$ cat src/rtl/systolic_seq_ctrl.sv
// Sequencer for a chained-PE systolic MAC array: clear, activation load, weight stream, drain.
// Optional macro SYSTOLIC_SEQ_ABORT_EN adds an abort input that cancels a job in flight.
module systolic_seq_ctrl #(
    parameter int MAC_NUM  = 10,
    parameter int ACCU_NUM = 5,
    parameter int PIPE_LAT = ACCU_NUM + 1
) (
    input  logic                        clk,
    input  logic                        reset_n,
    input  logic                        start,
    input  logic [7:0]                  cfg_shift,
`ifdef SYSTOLIC_SEQ_ABORT_EN
    input  logic                        abort,
`endif
    input  logic                        act_valid,
    output logic                        act_ready,
    input  logic                        wet_valid,
    output logic                        wet_ready,
    output logic                        pe_clear_acc,
    output logic                        pe_mac_enable,
    output logic                        pe_act_we,
    output logic [$clog2(ACCU_NUM)-1:0] pe_act_idx,
    output logic                        pe_wet_strobe,
    output logic [7:0]                  pe_res_shift_num,
    output logic                        res_capture,
    output logic [$clog2(MAC_NUM)-1:0]  res_idx,
    output logic                        busy,
    output logic                        done
);
    localparam int AIW = $clog2(ACCU_NUM);
    localparam int RIW = $clog2(MAC_NUM);
    localparam logic [AIW-1:0] ACT_LAST = AIW'(ACCU_NUM - 1);
    localparam logic [RIW-1:0] RES_LAST = RIW'(MAC_NUM - 1);

    typedef enum logic [2:0] {IDLE, CLEAR, LOAD_ACT, STREAM, DRAIN, DONE} state_t;

    state_t                state_q, state_d;
    logic [AIW-1:0]        act_cnt_q, act_cnt_d, act_idx_q, act_idx_d;
    logic [RIW-1:0]        wet_cnt_q, wet_cnt_d, res_idx_q, res_idx_d;
    logic [PIPE_LAT-1:0]   pipe_q, pipe_d;
    logic [7:0]            shift_q, shift_d;
    logic act_rdy_q, act_rdy_d, wet_rdy_q, wet_rdy_d, clr_q, clr_d, mac_q, mac_d;
    logic act_we_q, act_we_d, strobe_q, strobe_d, busy_q, busy_d, done_q, done_d;
    logic act_acc, wet_acc;

    assign act_acc = act_valid & act_rdy_q;
    assign wet_acc = wet_valid & wet_rdy_q;

    always_comb begin
        state_d   = state_q;
        act_cnt_d = act_cnt_q;
        wet_cnt_d = wet_cnt_q;
        act_idx_d = act_idx_q;
        res_idx_d = res_idx_q;
        shift_d   = shift_q;
        act_we_d  = 1'b0;
        strobe_d  = 1'b0;
        // Valid pipe mirrors the array latency and never stalls.
        pipe_d    = {pipe_q[PIPE_LAT-1:0], strobe_q} >> 0;
        for (int i = PIPE_LAT - 1; i > 0; i--) pipe_d[i] = pipe_q[i-1];
        pipe_d[0] = strobe_q;
        if (pipe_q[PIPE_LAT-1] && res_idx_q != RES_LAST) res_idx_d = res_idx_q + 1'b1;
        case (state_q)
            IDLE: if (start) begin
                shift_d   = cfg_shift;
                act_cnt_d = '0;
                wet_cnt_d = '0;
                res_idx_d = '0;
                state_d   = CLEAR;
            end
            CLEAR: state_d = LOAD_ACT;
            LOAD_ACT: if (act_acc) begin
                act_we_d  = 1'b1;
                act_idx_d = act_cnt_q;
                if (act_cnt_q == ACT_LAST) state_d = STREAM;
                else act_cnt_d = act_cnt_q + 1'b1;
            end
            STREAM: if (wet_acc) begin
                strobe_d = 1'b1;
                if (wet_cnt_q == RES_LAST) state_d = DRAIN;
                else wet_cnt_d = wet_cnt_q + 1'b1;
            end
            DRAIN: if (pipe_q[PIPE_LAT-1] && res_idx_q == RES_LAST) state_d = DONE;
            DONE: state_d = IDLE;
            default: state_d = IDLE;
        endcase
        clr_d = (state_d == CLEAR);
`ifdef SYSTOLIC_SEQ_ABORT_EN
        // Abort flushes the job and leaves a clear pulse so the array starts clean.
        if (abort && state_q != IDLE) begin
            state_d   = IDLE;
            act_cnt_d = '0;
            wet_cnt_d = '0;
            act_idx_d = '0;
            res_idx_d = '0;
            pipe_d    = '0;
            act_we_d  = 1'b0;
            strobe_d  = 1'b0;
            clr_d     = 1'b1;
        end
`endif
        mac_d     = strobe_d | (state_d == DRAIN);
        act_rdy_d = (state_d == LOAD_ACT);
        wet_rdy_d = (state_d == STREAM);
        busy_d    = (state_d != IDLE);
        done_d    = (state_d == DONE);
    end

    always_ff @(posedge clk) begin
        if (!reset_n) begin
            state_q   <= IDLE;
            act_cnt_q <= '0;
            wet_cnt_q <= '0;
            act_idx_q <= '0;
            res_idx_q <= '0;
            pipe_q    <= '0;
            shift_q   <= '0;
            act_rdy_q <= 1'b0;
            wet_rdy_q <= 1'b0;
            clr_q     <= 1'b0;
            mac_q     <= 1'b0;
            act_we_q  <= 1'b0;
            strobe_q  <= 1'b0;
            busy_q    <= 1'b0;
            done_q    <= 1'b0;
        end else begin
            state_q   <= state_d;
            act_cnt_q <= act_cnt_d;
            wet_cnt_q <= wet_cnt_d;
            act_idx_q <= act_idx_d;
            res_idx_q <= res_idx_d;
            pipe_q    <= pipe_d;
            shift_q   <= shift_d;
            act_rdy_q <= act_rdy_d;
            wet_rdy_q <= wet_rdy_d;
            clr_q     <= clr_d;
            mac_q     <= mac_d;
            act_we_q  <= act_we_d;
            strobe_q  <= strobe_d;
            busy_q    <= busy_d;
            done_q    <= done_d;
        end
    end

    assign act_ready        = act_rdy_q;
    assign wet_ready        = wet_rdy_q;
    assign pe_clear_acc     = clr_q;
    assign pe_mac_enable    = mac_q;
    assign pe_act_we        = act_we_q;
    assign pe_act_idx       = act_idx_q;
    assign pe_wet_strobe    = strobe_q;
    assign pe_res_shift_num = shift_q;
    assign res_capture      = pipe_q[PIPE_LAT-1];
    assign res_idx          = res_idx_q;
    assign busy             = busy_q;
    assign done             = done_q;
endmodule

$ cat config.mk
export PLATFORM = sky130hd
export DESIGN_NAME = systolic_seq_ctrl
export DESIGN_NICKNAME = d
export VERILOG_FILES = /design/src/rtl/systolic_seq_ctrl.sv
export SDC_FILE = /design/constraint.sdc
export NUM_CORES = 1
export LEC_CHECK = 0
export ABC_CLOCK_PERIOD_IN_PS = 3800
export BUFFER_PORTS_ARGS = -buffer_cell sky130_fd_sc_hd__buf_2
export CORE_MARGIN = 1
export CORE_UTILIZATION = 45
export DETAILED_ROUTE_END_ITERATION = 6
export PLACE_DENSITY = 0.69
export SLEW_MARGIN = 20
export SYNTH_ARGS = -nofsm -noshare
export SYNTH_HDL_FRONTEND = slang
export SYNTH_SLANG_ARGS = --single-unit
export TNS_END_PERCENT = 10
$ cat constraint.sdc
create_clock -name clk -period 3.8 [get_ports clk]
set_input_delay 0.19 -clock clk [delete_from_list [all_inputs] [get_ports clk]]
set_output_delay 0.19 -clock clk [all_outputs]
set_load 0.01 [all_outputs]
# Word level (Yosys, flattened, before mapping)

Cells that the tools add are included.
W data, S select, Z words.

Add/subtract/negate cells: 3
Equal/unequal tests: 18
Muxes and demuxes: 21
Bitwise operators: 3
Reductions and logical operators: 11

Operator list:

| kind                  | number |
|---|---|
| $mux W3               | 9 |
| $mux W4               | 6 |
| $pmux W3 S5           | 1 |
| $eq A3 B2 Y1 const B  | 4 |
| $eq A3 B3 Y1 const B  | 4 |
| $ne A2 B2 Y1 const B  | 5 |
| $add A4 B1 Y4 const B | 2 |
| $eq A4 B4 Y1 const B  | 2 |
| $pmux W4 S2           | 1 |
| $reduce_and A4 Y1     | 2 |
| $eq A3 B1 Y1 const B  | 2 |
| $pmux W3 S2           | 1 |
| $reduce_and A2 Y1     | 3 |
| $ne A4 B4 Y1 const B  | 1 |
| $reduce_bool A2 Y1    | 2 |
| $add A3 B1 Y3 const B | 1 |
| $logic_not A3 Y1      | 1 |
| $mux W1               | 3 |
| $reduce_bool A3 Y1    | 1 |
| $and A1 B1 Y1         | 2 |
| $logic_and A1 B1 Y1   | 2 |
| $or A1 B1 Y1          | 1 |

Register bits: 39
Input bits: 13
Output and inout bits: 24
Word-level logic and storage cells: 71

# Longest topological paths before layout

Depth in word-level cells: 6
Gate-level depth with buffers: 6
Depth with buffers taken out: 6

# Worst setup path after synthesis

No wires, ideal clock.

Path type: register to register
Start: register state_q[2]
End: register wet_cnt_q[1]
Arrival: 1.599 ns
Data required time: 3.728 ns
Path slack: 2.129 ns
Stages on the path, launching flop included: 6
Path buffers: 1
Clock period less this slack: 1.671 ns
Cell sequence: dfxtp_1 buf_4 nor4b_4 a31oi_4 or4_1 a21oi_1

Longest elaborated chain between the ends: 3
Elaborated cells between the ends (all ways): 8

RTL lines:

| what                                                                | line | text |
|---|---|---|
| start, declared                                                     | 37   | `state_t state_q, state_d;` |
| start signal, assigned                                              | 127  | `state_q <= state_d;` |
| $eq A3 B2 Y1 / $logic_not A3 Y1 (equally long branches)             | 63   | `case (state_q)` |
| $ne A2 B2 Y1 (no line) / $reduce_bool A2 Y1 (equally long branches) | n/a  |  |
| $reduce_and A4 Y1 (no line)                                         | n/a  |  |
| end signal, assigned                                                | 129  | `wet_cnt_q <= wet_cnt_d;` |
| end, declared                                                       | 39   | `logic [RIW-1:0] wet_cnt_q, wet_cnt_d, res_idx_q, res_idx_d;` |

Parallel ways exist; a longest one is shown, timed or not.
A chain may end at the register's enable or synchronous reset.

# Final worst setup path

Start: register state_q[1]
End: register wet_cnt_q[1]

Same word-level chain as after synthesis.

==> impl_metrics.json <==
{
  "root_buffer": "clkbuf_4",
  "synth-seq-cells": 39,
  "final-setup-viol-count": 0,
  "crit_path_start": "state_q[1]",
  "worst_pin_slew_ns": 0.642,
  "post-route-min-period_ns": 1.91,
  "cts_tree": "done",
  "gp_congestion": 0.771,
  "async_reset_ff_share_pct": 0,
  "cts_buffers": 5,
  "final_util_pct": 54.9,
  "fin_ws_ns": 1.89,
  "power_uw": 711,
  "finalHoldViolations": 0,
  "regArea_um2": 781,
  "leakage_uw": 0.000780,
  "grt_pass1_wl_um": 4810,
  "r2r-start": "state_q[1]",
  "fin_nets": 227,
  "preCtsSetupSlack_ns": 1.91,
  "drt_wl_total_um": 3080,
  "core_um2": 3360,
  "clockBufferDepth": 2,
  "min_path_type": "primary input to flip-flop",
  "cts.clk_slew.worst_paths_ns": 0.11,
  "status": "finished, final reports clean",
  "track_usage_pct": 17.7,
  "period_share_pct": 50.2,
  "criticalPathCategory": "flip-flop to flip-flop",
  "r2r_cells": 4,
  "gr-total-overflow": 0,
  "syn_to_final_growth_pct": 16.0,
  "cp_slowest_cell": "nor4b_4",
  "synth_area_um2": 1590,
  "post_cts.repair.setup_buffers": 0,
  "syn_avg_cell_area_um2": 9.31,
  "multi_input_area_um2": 746,
  "slew_headroom_pct": 57.0,
  "crit_chain": "nor4b_4 > a31oi_4 > or4_1 > a21oi_1",
  "fillers": 334,
  "yosysWarnings": 0,
  "vias_per_cell": 5.00,
  "end_kind": "flip-flop",
  "ys_types": 39,
  "die_h_um": 61.5,
  "clk_latency_ns": 0.35,
  "synth_top_flop_cell": "dfxtp_1",
  "synthesis.nets": 190,
  "hold_path_end": "pe_res_shift_num[6]",
  "grt_max_degree": 19,
  "drtIter0Drc": 38,
  "die_area_um2": 3780,
  "cp.arrival_ns": 2.18,
  "r2r_end": "wet_cnt_q[1]",
  "grt_setup_unrepaired": "no",
  "drc_errors": 0,
  "htree_num_levels": 2,
  "hold_buffers": 0,
  "worstSetupStartpointType": "flip-flop",
  "die_x_um": 61.5,
  "ys_seq_area_share_pct": 49.0,
  "grt_pass1_vias": 1097,
  "netlist_instances": 171,
  "antenna_found_initial": 0,
  "skew_ns": 0.00419,
  "path_max_fanout": 11,
  "setup_tns_ns": 0,
  "ant_nets": 0,
  "min-delay-start": "cfg_shift[6]",
  "ios": 37,
  "ir_drop_mv": 0.189,
  "cap_viol_max_count": 0,
  "drive_above_1_share_pct": 23.0,
  "synth_edf_count": 0,
  "slew_violations": 0,
  "fmax_mhz": 524,
  "dp_hpwl_um": 2310,
  "vias": 1276,
  "firstDrtPassIters": 4,
  "holdWs_ns": 0.0678,
  "start_util_pct": 47.4,
  "rows": 21,
  "hold_path_depth": 3,
  "r2r_slack_ns": 1.89,
  "diodes": 0,
  "cpPeakStageDelay_ns": 0.66,
  "cts_resized": 0,
  "power_density_nw_per_um2": 385,
  "wire_per_inst_um": 12.1,
  "clock_sinks": 39,
  "port_buffers": 36,
  "required_ns": 4.08
}
-- cell families after synthesis --
logic type / count (synthesis) / share of synthesized area, %
compound gates: 28 / 11.9
flops: 39 / 49.0
xor+xnor: 4 / 2.20
buf+inv: 14 / 4.16
fa+ha+maj: 6 / 4.71
mux: 5 / 3.14
simple gates: 75 / 24.9
-- sequential cells by signal, summed over array words and instances, names as in the netlist, 3 cells and up --
signal	cells
wet_cnt_q	4
pe_act_idx	3
pipe_q	6
res_idx	4
pe_res_shift_num	8
state_q	3
act_cnt_q	3
-- report_power, final --
| part | switching [uW] | total [uW] | internal (uW) |
|---|---|---|---|
| sequential | 11.8 | 433 | 422 |
| clock | 134 | 205 | 71.3 |
| combinational | 43.7 | 72.9 | 29.2 |
| total | 189 | 711 | 522 |
-- critical path, delay by kind of cell, from the launching register on --
| kind | cells | cell delay [ns] |
|---|---|---|
| AO/OA/AOI/OAI | 2 | 0.25 |
| flip-flops | 1 | 0.43 |
| AND/OR/NAND/NOR | 2 | 1.15 |
-- synthesized netlist by cell type (3+ instances only) --
cell | n | share of area [%]
o21ai_0 | 6 | 1.9
a21oi_1 | 13 | 4.1
nor2_1 | 14 | 3.3
nand3b_1 | 3 | 1.4
and2_1 | 9 | 3.5
or3_1 | 3 | 1.2
nand3_1 | 4 | 1.3
dfxtp_1 | 39 | 49
nor3_1 | 5 | 1.6
ha_1 | 6 | 4.7
nand2_1 | 26 | 6.1
mux2i_1 | 5 | 3.1
inv_1 | 7 | 1.6
-- stage by stage --
stage                     area [um^2]  instances
after floorplan                  1590        171
after global placement           1790        247
after detailed placement         1790        247
after CTS                        1850        255
after global routing             1850        255
final                            1850        255
-- worst max path at each step --
| stage | endpoint | slack (ns) | depth (start not counted) |
|---|---|---|---|
| 2_1_floorplan | wet_cnt_q[1] | 2.13 | 5 |
| 3_3_place_gp | wet_cnt_q[1] | 1.98 | 4 |
| 3_5_place_dp | wet_cnt_q[1] | 1.91 | 4 |
| 4_1_cts | wet_cnt_q[1] | 1.87 | 4 |
| 5_1_grt | wet_cnt_q[1] | 1.71 | 4 |
| 6_report | wet_cnt_q[1] | 1.89 | 4 |
-- cells in the final DEF, fill, tap and decap left out, types with 2 or more instances in the layout --
master	netlist	layout
a21oi_1	13	13
and2_1	9	9
buf_2	2	36
clkbuf_4	0	5
dfxtp_1	39	39
ha_1	6	6
inv_1	7	7
mux2i_1	5	5
nand2_1	26	26
nand3_1	4	4
nand3b_1	3	3
nor2_1	14	14
nor3_1	5	5
o21a_1	2	2
o21ai_0	6	6
or3_1	3	3
or4_1	2	2
xnor2_1	2	2
xor2_1	2	2
-- routing by layer --
metal  global-route usage (%)  wire [um]  up-vias
li1                         -          -      652
met1                     21.7       1440      583
met2                     27.8       1450       36
met3                     6.30        141        5
met4                     7.94         51        0
met5                        0          0        -
-- final cells by class --
type	instances	share of cell area, %
clock buffer	6	2.23
timing repair buffer	36	9.75
multi-input combinational	118	40.4
inverter	8	1.62
sequential	39	42.2
clock inverter	2	0.677
tap	46	3.11
No activity file was read; power rests on OpenSTA's default activity.
